===== config.mk =====
export PLATFORM = sky130hd
export DESIGN_NAME = booth_mac_accumulator
export DESIGN_NICKNAME = d
export VERILOG_FILES = /design/src/rtl/booth_mac_accumulator.sv
export SDC_FILE = /design/constraint.sdc
export NUM_CORES = 1
export LEC_CHECK = 0
export ABC_AREA = 1
export ABC_CLOCK_PERIOD_IN_PS = 2300
export CORE_MARGIN = 3
export CORE_UTILIZATION = 45
export DETAILED_ROUTE_END_ITERATION = 10
export PLACE_DENSITY = 0.73
export SLEW_MARGIN = 5
export SYNTH_ARGS = -nofsm -noshare
export SYNTH_HDL_FRONTEND = slang
export SYNTH_SLANG_ARGS = --single-unit

===== constraint.sdc =====
create_clock -name clk -period 2.3 [get_ports clk]
set_clock_uncertainty 0.05 [all_clocks]
set_input_delay 0.46 -clock clk [delete_from_list [all_inputs] [get_ports clk]]
set_output_delay 0.46 -clock clk [all_outputs]
set_load 0.1 [all_outputs]

===== src/rtl/booth_mac_accumulator.sv =====
// booth_mac_accumulator
//   Sums a programmed block of signed 16-bit products from the radix-4
//   Booth/Wallace 8x8 multiplier and presents one ACC_W-bit result per block
//   over a valid/ready handshake.
//   Optional feature: define SATURATE_EN to clamp overflowing adds to the
//   signed ACC_W range instead of wrapping. acc_ovf reports overflow in both
//   builds.
module booth_mac_accumulator #(
    parameter int ACC_W = 24,
    parameter int LEN_W = 8
) (
    input  logic             clk,
    input  logic             rst,
    input  logic             start,
    input  logic [LEN_W-1:0] cfg_len,
    input  logic             prod_valid,
    input  logic [15:0]      prod,
    output logic             prod_ready,
    output logic             acc_valid,
    input  logic             acc_ready,
    output logic [ACC_W-1:0] acc_sum,
    output logic             acc_ovf,
    output logic             busy
);

    typedef enum logic [1:0] {
        ST_IDLE  = 2'd0,
        ST_ACCUM = 2'd1,
        ST_HOLD  = 2'd2
    } state_t;

    localparam logic [LEN_W-1:0] LEN_ONE  = {{(LEN_W-1){1'b0}}, 1'b1};
    localparam logic [LEN_W-1:0] LEN_ZERO = {LEN_W{1'b0}};
    localparam logic [ACC_W-1:0] ACC_ZERO = {ACC_W{1'b0}};

`ifdef SATURATE_EN
    localparam logic [ACC_W-1:0] ACC_MAX = {1'b0, {(ACC_W-1){1'b1}}};
    localparam logic [ACC_W-1:0] ACC_MIN = {1'b1, {(ACC_W-1){1'b0}}};

    // Clamp value chosen by the common sign of the two addends.
    function automatic logic [ACC_W-1:0] clamp_value(input logic neg);
        if (neg) begin
            clamp_value = ACC_MIN;
        end else begin
            clamp_value = ACC_MAX;
        end
    endfunction
`endif

    // Sign-extend a 16-bit product to the accumulator width.
    function automatic logic [ACC_W-1:0] sext_prod(input logic [15:0] p);
        logic [ACC_W-1:0] r;
        r       = {ACC_W{p[15]}};
        r[15:0] = p;
        return r;
    endfunction

    // Two's-complement overflow: addends agree in sign, sum does not.
    function automatic logic add_overflows(input logic [ACC_W-1:0] a,
                                           input logic [ACC_W-1:0] b,
                                           input logic [ACC_W-1:0] s);
        return (a[ACC_W-1] == b[ACC_W-1]) && (s[ACC_W-1] != a[ACC_W-1]);
    endfunction

    state_t           state_r;
    logic [ACC_W-1:0] acc_r;
    logic [LEN_W-1:0] count_r;
    logic             ovf_r;
    logic             prod_ready_r;
    logic             acc_valid_r;
    logic             busy_r;

    logic [ACC_W-1:0] prod_ext_s;
    logic [ACC_W-1:0] sum_raw_s;
    logic             add_ovf_s;
    logic [ACC_W-1:0] acc_next_s;
    logic             accept_s;
    logic             last_s;

    // Accumulator datapath: extended product, raw sum, overflow and next value.
    always_comb begin
        prod_ext_s = sext_prod(prod);
        sum_raw_s  = acc_r + prod_ext_s;
        add_ovf_s  = add_overflows(acc_r, prod_ext_s, sum_raw_s);
        acc_next_s = sum_raw_s;
`ifdef SATURATE_EN
        if (add_ovf_s) begin
            acc_next_s = clamp_value(acc_r[ACC_W-1]);
        end else begin
            acc_next_s = sum_raw_s;
        end
`endif
        // prod_ready_r is high only in ACCUM, so it doubles as the state qualifier.
        accept_s = prod_valid && prod_ready_r;
        if (count_r == LEN_ONE) begin
            last_s = 1'b1;
        end else begin
            last_s = 1'b0;
        end
    end

    // Block-control FSM with registered handshake and status outputs.
    always_ff @(posedge clk) begin
        if (rst) begin
            state_r      <= ST_IDLE;
            acc_r        <= ACC_ZERO;
            count_r      <= LEN_ZERO;
            ovf_r        <= 1'b0;
            prod_ready_r <= 1'b0;
            acc_valid_r  <= 1'b0;
            busy_r       <= 1'b0;
        end else begin
            case (state_r)
                ST_IDLE: begin
                    if (start) begin
                        count_r <= cfg_len;
                        acc_r   <= ACC_ZERO;
                        ovf_r   <= 1'b0;
                        busy_r  <= 1'b1;
                        if (cfg_len != LEN_ZERO) begin
                            state_r      <= ST_ACCUM;
                            prod_ready_r <= 1'b1;
                        end else begin
                            // Empty block: report a zero sum straight away.
                            state_r     <= ST_HOLD;
                            acc_valid_r <= 1'b1;
                        end
                    end
                end
                ST_ACCUM: begin
                    if (accept_s) begin
                        acc_r   <= acc_next_s;
                        ovf_r   <= ovf_r | add_ovf_s;
                        count_r <= count_r - LEN_ONE;
                        if (last_s) begin
                            state_r      <= ST_HOLD;
                            prod_ready_r <= 1'b0;
                            acc_valid_r  <= 1'b1;
                        end
                    end
                end
                ST_HOLD: begin
                    // Result and flag stay frozen until the consumer takes them;
                    // start is not looked at here.
                    if (acc_ready) begin
                        state_r     <= ST_IDLE;
                        acc_valid_r <= 1'b0;
                        busy_r      <= 1'b0;
                    end
                end
                default: begin
                    state_r      <= ST_IDLE;
                    prod_ready_r <= 1'b0;
                    acc_valid_r  <= 1'b0;
                    busy_r       <= 1'b0;
                end
            endcase
        end
    end

    assign prod_ready = prod_ready_r;
    assign acc_valid  = acc_valid_r;
    assign acc_sum    = acc_r;
    assign acc_ovf    = ovf_r;
    assign busy       = busy_r;

endmodule


# Yosys cells after proc, flatten, opt, wreduce, memory -nomap -nowiden
# Index checks and enable logic that the tools add are counted.
[totals] register_bits=38 elab_cells=62
[op_classes] add_sub_neg=2 n_eq_ne=11 mux=29 n_bitwise=3 n_reduce_logical=10
[ops] operator="2-to-1 mux 24 bit" count=2
[ops] operator="one-hot mux 24 bit (2 select lines)" count=1
[ops] operator="adder 24 bit" count=1
[ops] operator="2-to-1 mux 8 bit" count=2
[ops] operator="one-hot mux 8 bit (2 select lines)" count=1
[ops] operator="2-to-1 mux 1 bit" count=13
[ops] operator="inequality test 2 bit (second input constant)" count=6
[ops] operator="2-to-1 mux 2 bit" count=5
[ops] operator="AND reduction 5 bit" count=2
[ops] operator="one-hot mux 1 bit (3 select lines)" count=3
[ops] operator="== test 8 x 1 -> 1 bit (second input constant)" count=1
[ops] operator="nonzero test 8 bit" count=1
[ops] operator="subtractor 8 x 1 -> 8 bit (second input constant)" count=1
[ops] operator="one-hot mux 2 bit (3 select lines)" count=1
[ops] operator="AND reduction 3 bit" count=2
[ops] operator="AND reduction 4 bit" count=1
[ops] operator="== test 2 x 1 -> 1 bit (second input constant)" count=1
[ops] operator="== test 2 bit (second input constant)" count=1
[ops] operator="logical AND 1 bit" count=2
[ops] operator="zero test 2 bit" count=1
[ops] operator="NOT 1 bit" count=2
[ops] operator="one-hot mux 1 bit (2 select lines)" count=1
[ops] operator="nonzero test 2 bit" count=1
[ops] operator="== test 1 bit" count=1
[ops] operator="other kinds (2)" count=2

# Logic depth before layout (Yosys ltp)
[logic_depth] word_depth=6 ltp_mapped=13

# Worst setup path after synthesis
# No wires, ideal clock.
[synth_path] kind="register to register" startpoint="register acc_r[9] (netlist: acc_sum[9])" endpoint="register acc_r[10] (netlist: acc_sum[10])" setup_ns=0.134 arrival_time_ns=2.171 t_required_ns=2.116 path_slack_ns=-0.055 path_stages_with_launch=11 n_path_buf=0 path_cell_list="dfxtp_1 > ha_1 > nand2_2 > inv_1 > nand2_1 > nand2_1 > inv_1 > nand3_1 > or2_2 > nand3_1 > a21oi_1"
[synth_via] elab_chain_len=3
[synth_lines] element="start: declaration" line="66" text="logic [ACC_W-1:0] acc_r;"
[synth_lines] element="start signal: assignment" line="132" text="acc_r <= acc_next_s;"
[synth_lines] element="adder 24 bit" line="83" text="sum_raw_s = acc_r + prod_ext_s;"
[synth_lines] element="2-to-1 mux 24 bit" line="131" text="if (accept_s) begin"
[synth_lines] element="one-hot mux 24 bit (2 select lines)" line="113" text="case (state_r)"
# Every way passes these cells. The select of a mux whose other input is x is not followed.
# A chain may end at the register's enable or synchronous reset.

# Worst setup path in the final report
[layout_path] startpoint="input port prod[15]" endpoint="register acc_r[23] (netlist: acc_sum[23])"
[layout_via] elab_chain_len=3
[layout_lines] element="start: declaration" line="17" text="input logic [15:0] prod,"
[layout_lines] element="adder 24 bit" line="83"
[layout_lines] element="2-to-1 mux 24 bit" line="131"
[layout_lines] element="one-hot mux 24 bit (2 select lines)" line="113"
# Every way passes these cells. The select of a mux whose other input is x is not followed.

==> out/qor.csv <==
stage,metric,value,unit
synthesis,synth_area_leaders,"dfxtp_1 (22%), nand2_1 (22%), inv_1 (10%), ha_1 (9.1%), nand3_1 (5.5%)",
clock_tree,clk_pin_slew_worst_paths,0.09,ns
synthesis,syn_area,3450,sq um
clock_tree,cts_buffer_depth,2,
drt,drtPass1Iterations,5,
sta,finalWorstPathRequiredPeriod,2.18,ns
synthesis,yosys-top-cells-count,"nand2_1 (199), inv_1 (92), dfxtp_1 (38), nand3_1 (38), nor2_1 (37)",
clock_tree,numCtsBuffers,5,
synthesis,ys_seq_area_frac,0.220,
synthesis,synth_top_area_frac,0.220,
clock_tree,clock_sinks,38,
placed_design,numPortBuffers,56,
sta,worst_slew_pin_slew,0.538,ns
synthesis,ys_ff_latch,38,
setup_path,r2r_start,acc_sum[0]$_SDFFE_PP0P_,
drt,routed_wirelength,9.65,mm
synthesis,synth.most_common_cell,nand2_1,
global_route,grt_overflow_total,0,
drt,drc,0,
setup_path,reg2reg_slack,0.44,ns
sta,setup_viol,0,
synthesis,synthArstFlopShare,0,
floorplan,die_h,93.6,microns
placed_design,hpwl,7.55,mm
floorplan,num_rows,31,
setup_path,start_kind,primary input,
synthesis,synth_top_area_cell,dfxtp_1,
sta,hold_violations,0,
setup_path,worst-r2r-cell-count,9,
finish,final.fill_count,704,
setup_path,arrival,2.32,ns
clock_tree,tritoncts,done,
drt,drtIter0Drc,139,
global_route,grt_util_all_layers,0.227,
job,cap_violations,0,
clock_tree,htree_levels,2,
setup_path,worstPathRequired,2.44,ns
setup_path,worstReg2RegEnd,acc_sum[10]$_SDFFE_PP0P_,
global_route,grt_max_degree,27,
sta,post-route-period-util,0.948,
sta,drv_slew,0,
setup_path,cp_max_fo,9,
drt,wl_per_cell,12.7,microns
global_route,antenna_found_initial,0,
floorplan,start_util,0.471,
outcome,status,"finished, final reports clean",
sta,fin_tns_setup,0,ns
power,fin_total_pwr,3.46,mW
placed_design,preCtsSetupSlack,-0.223,ns
floorplan,design.die.area,8760,sq um
power,vdd_drop_max,0.792,mV
synthesis,synth_nets,631,
drt,avgViaCountPerCell,4.98,
finish,area_growth,30.5,%
sta,whs,0.430,ns
min_path,hold_depth,2,
sta,fmax,459,MHz
synthesis,avgSynthCellArea,5.99,sq um
sta,relSlewSlack,0.641,
floorplan,die_x,93.6,microns
synthesis,synthFlopType,dfxtp_1,
setup_path,criticalPathCategory,in2reg,
clock_tree,clk_latency,0.30,ns
power,power.density,769,nW/um^2
synthesis,synth-edff-count,0,
drt,vias,3777,
finish,utilization,0.614,
finish,regArea,774,sq um
setup_path,worstSetupEndpointType,register,
finish,n_antenna_cell,0,
placed_design,place.gp.congestion,0.958,
synthesis,synth_warnings,0,
finish,fin_nets,714,
clock_tree,cts-root-buf,clkbuf_8,
min_path,hold_class,reg2reg,
floorplan,core,7330,sq um
power,power.leakage,2.28,nW
synthesis,yosysUniqueCellTypes,36,
clock_tree,hold_buffers,0,
global_route,grt_pass1_wl,16.0,mm
finish,final_layout_size_suffix_gt1_frac,0.200,
synthesis,netlist_instances,576,
min_path,worstHoldEndpoint,count_r[4]$_SDFFE_PP0P_,
finish,multi_input_area,2370,sq um
floorplan,pin_count,57,
sta,setup_ws,0.120,ns
global_route,grt_pass1_vias,3680,
drt,ant_nets,0,
min_path,holdCritStartpoint,count_r[4]$_SDFFE_PP0P_,
[area by class of cell]
cell class / count / share of cell area
inverters: 96 / 0.0800
repair buffers: 86 / 0.163
multi-input cells: 432 / 0.527
clock inverters: 3 / 0.0153
clock buffers: 5 / 0.0153
well taps: 99 / 0.0275
flip-flops and latches: 38 / 0.172
[registers in the layout, summed over array words and instances, names as in the netlist]
name and cells:
state_r 2, acc_valid 1, acc_sum 24, acc_ovf 1
prod_ready 1, busy 1, count_r 8
[critical path, stage by stage]
cell and delay [ns]:
clkdlybuf4s50_1 0.45, buf_6 0.19, ha_1 0.34, nand2_1 0.09, nor2_2 0.15, nand2_1 0.11
nor2_1 0.12, nand2_2 0.09, nand3_1 0.11, nand2_1 0.06, nand3_1 0.08, a21oi_2 0.06
[metrics by stage]
stage	cell area, sq um	cells
detailed placement	4250	751
global placement	4250	751
global route	4500	759
CTS	4390	759
floorplan	3460	576
finish	4500	759
[report_power, final]
group	total (mW)	switching (mW)	internal, mW	leakage, nW
Sequential	0.909	0.118	0.791	0.315
Clock	0.708	0.273	0.435	0.0683
Combinational	1.85	1.27	0.573	1.90
[layout by cell type, fill, tap and decap left out, drive strengths merged]
cell type      count
ha                25
nand3b             8
clkdlybuf4s50     28
nand3             39
o21bai             1
nand4              8
o211ai             1
nor2              49
dfxtp             38
o21ai             24
xor2               4
clkbuf             5
bufinv             2
and2               2
nand2            212
a21boi             4
o32ai              1
nor3               3
clkinv             1
a211oi             3
a21oi             42
a31oi              2
fa                 1
inv               96
or2                3
buf               58
[logic make-up (layout without fill, tap and decap cells)]
| group | after synthesis | after routing | synth area share |
|---|---|---|---|
| buffers and inverters | 106 | 190 | 0.123 |
| adder cells (fa/ha/maj) | 26 | 26 | 0.0964 |
| AO/OA/AOI/OAI | 78 | 78 | 0.132 |
| AND/OR/NAND/NOR | 324 | 324 | 0.418 |
| XOR/XNOR | 4 | 4 | 0.0102 |
| flip-flops | 38 | 38 | 0.220 |
[layer usage]
| layer | global-route usage | vias up | share of wire |
|---|---|---|---|
| met2 | 0.398 | 73 | 0.48 |
| met3 | 0.0314 | 13 | 0.034 |
| met4 | 0.0794 | 0 | 0.017 |
| met1 | 0.282 | 1710 | 0.47 |
| li1 | - | 1981 | - |
| met5 | 0 | - | 0 |
[worst max path at each step]
stage,startpoint,to,slack [ns],cells past startpoint
after floorplan,acc_sum[12]$_SDFFE_PP0P_,acc_sum[17]$_SDFFE_PP0P_,0.004,9
after global placement,prod[15],acc_sum[21]$_SDFFE_PP0P_,-0.20,12
after detailed placement,prod[15],acc_sum[23]$_SDFFE_PP0P_,-0.22,12
after CTS,prod[15],acc_sum[23]$_SDFFE_PP0P_,0.07,12
after global routing,prod[15],acc_sum[19]$_SDFFE_PP0P_,-0.007,12
final,prod[15],acc_sum[23]$_SDFFE_PP0P_,0.12,12
[repair_timing]
item,CTS,global route
setup buffers,0,0
resized for setup,0,16
endpoints found under the setup margin,0,9
Note: power is estimated with default switching activity, not from simulation.
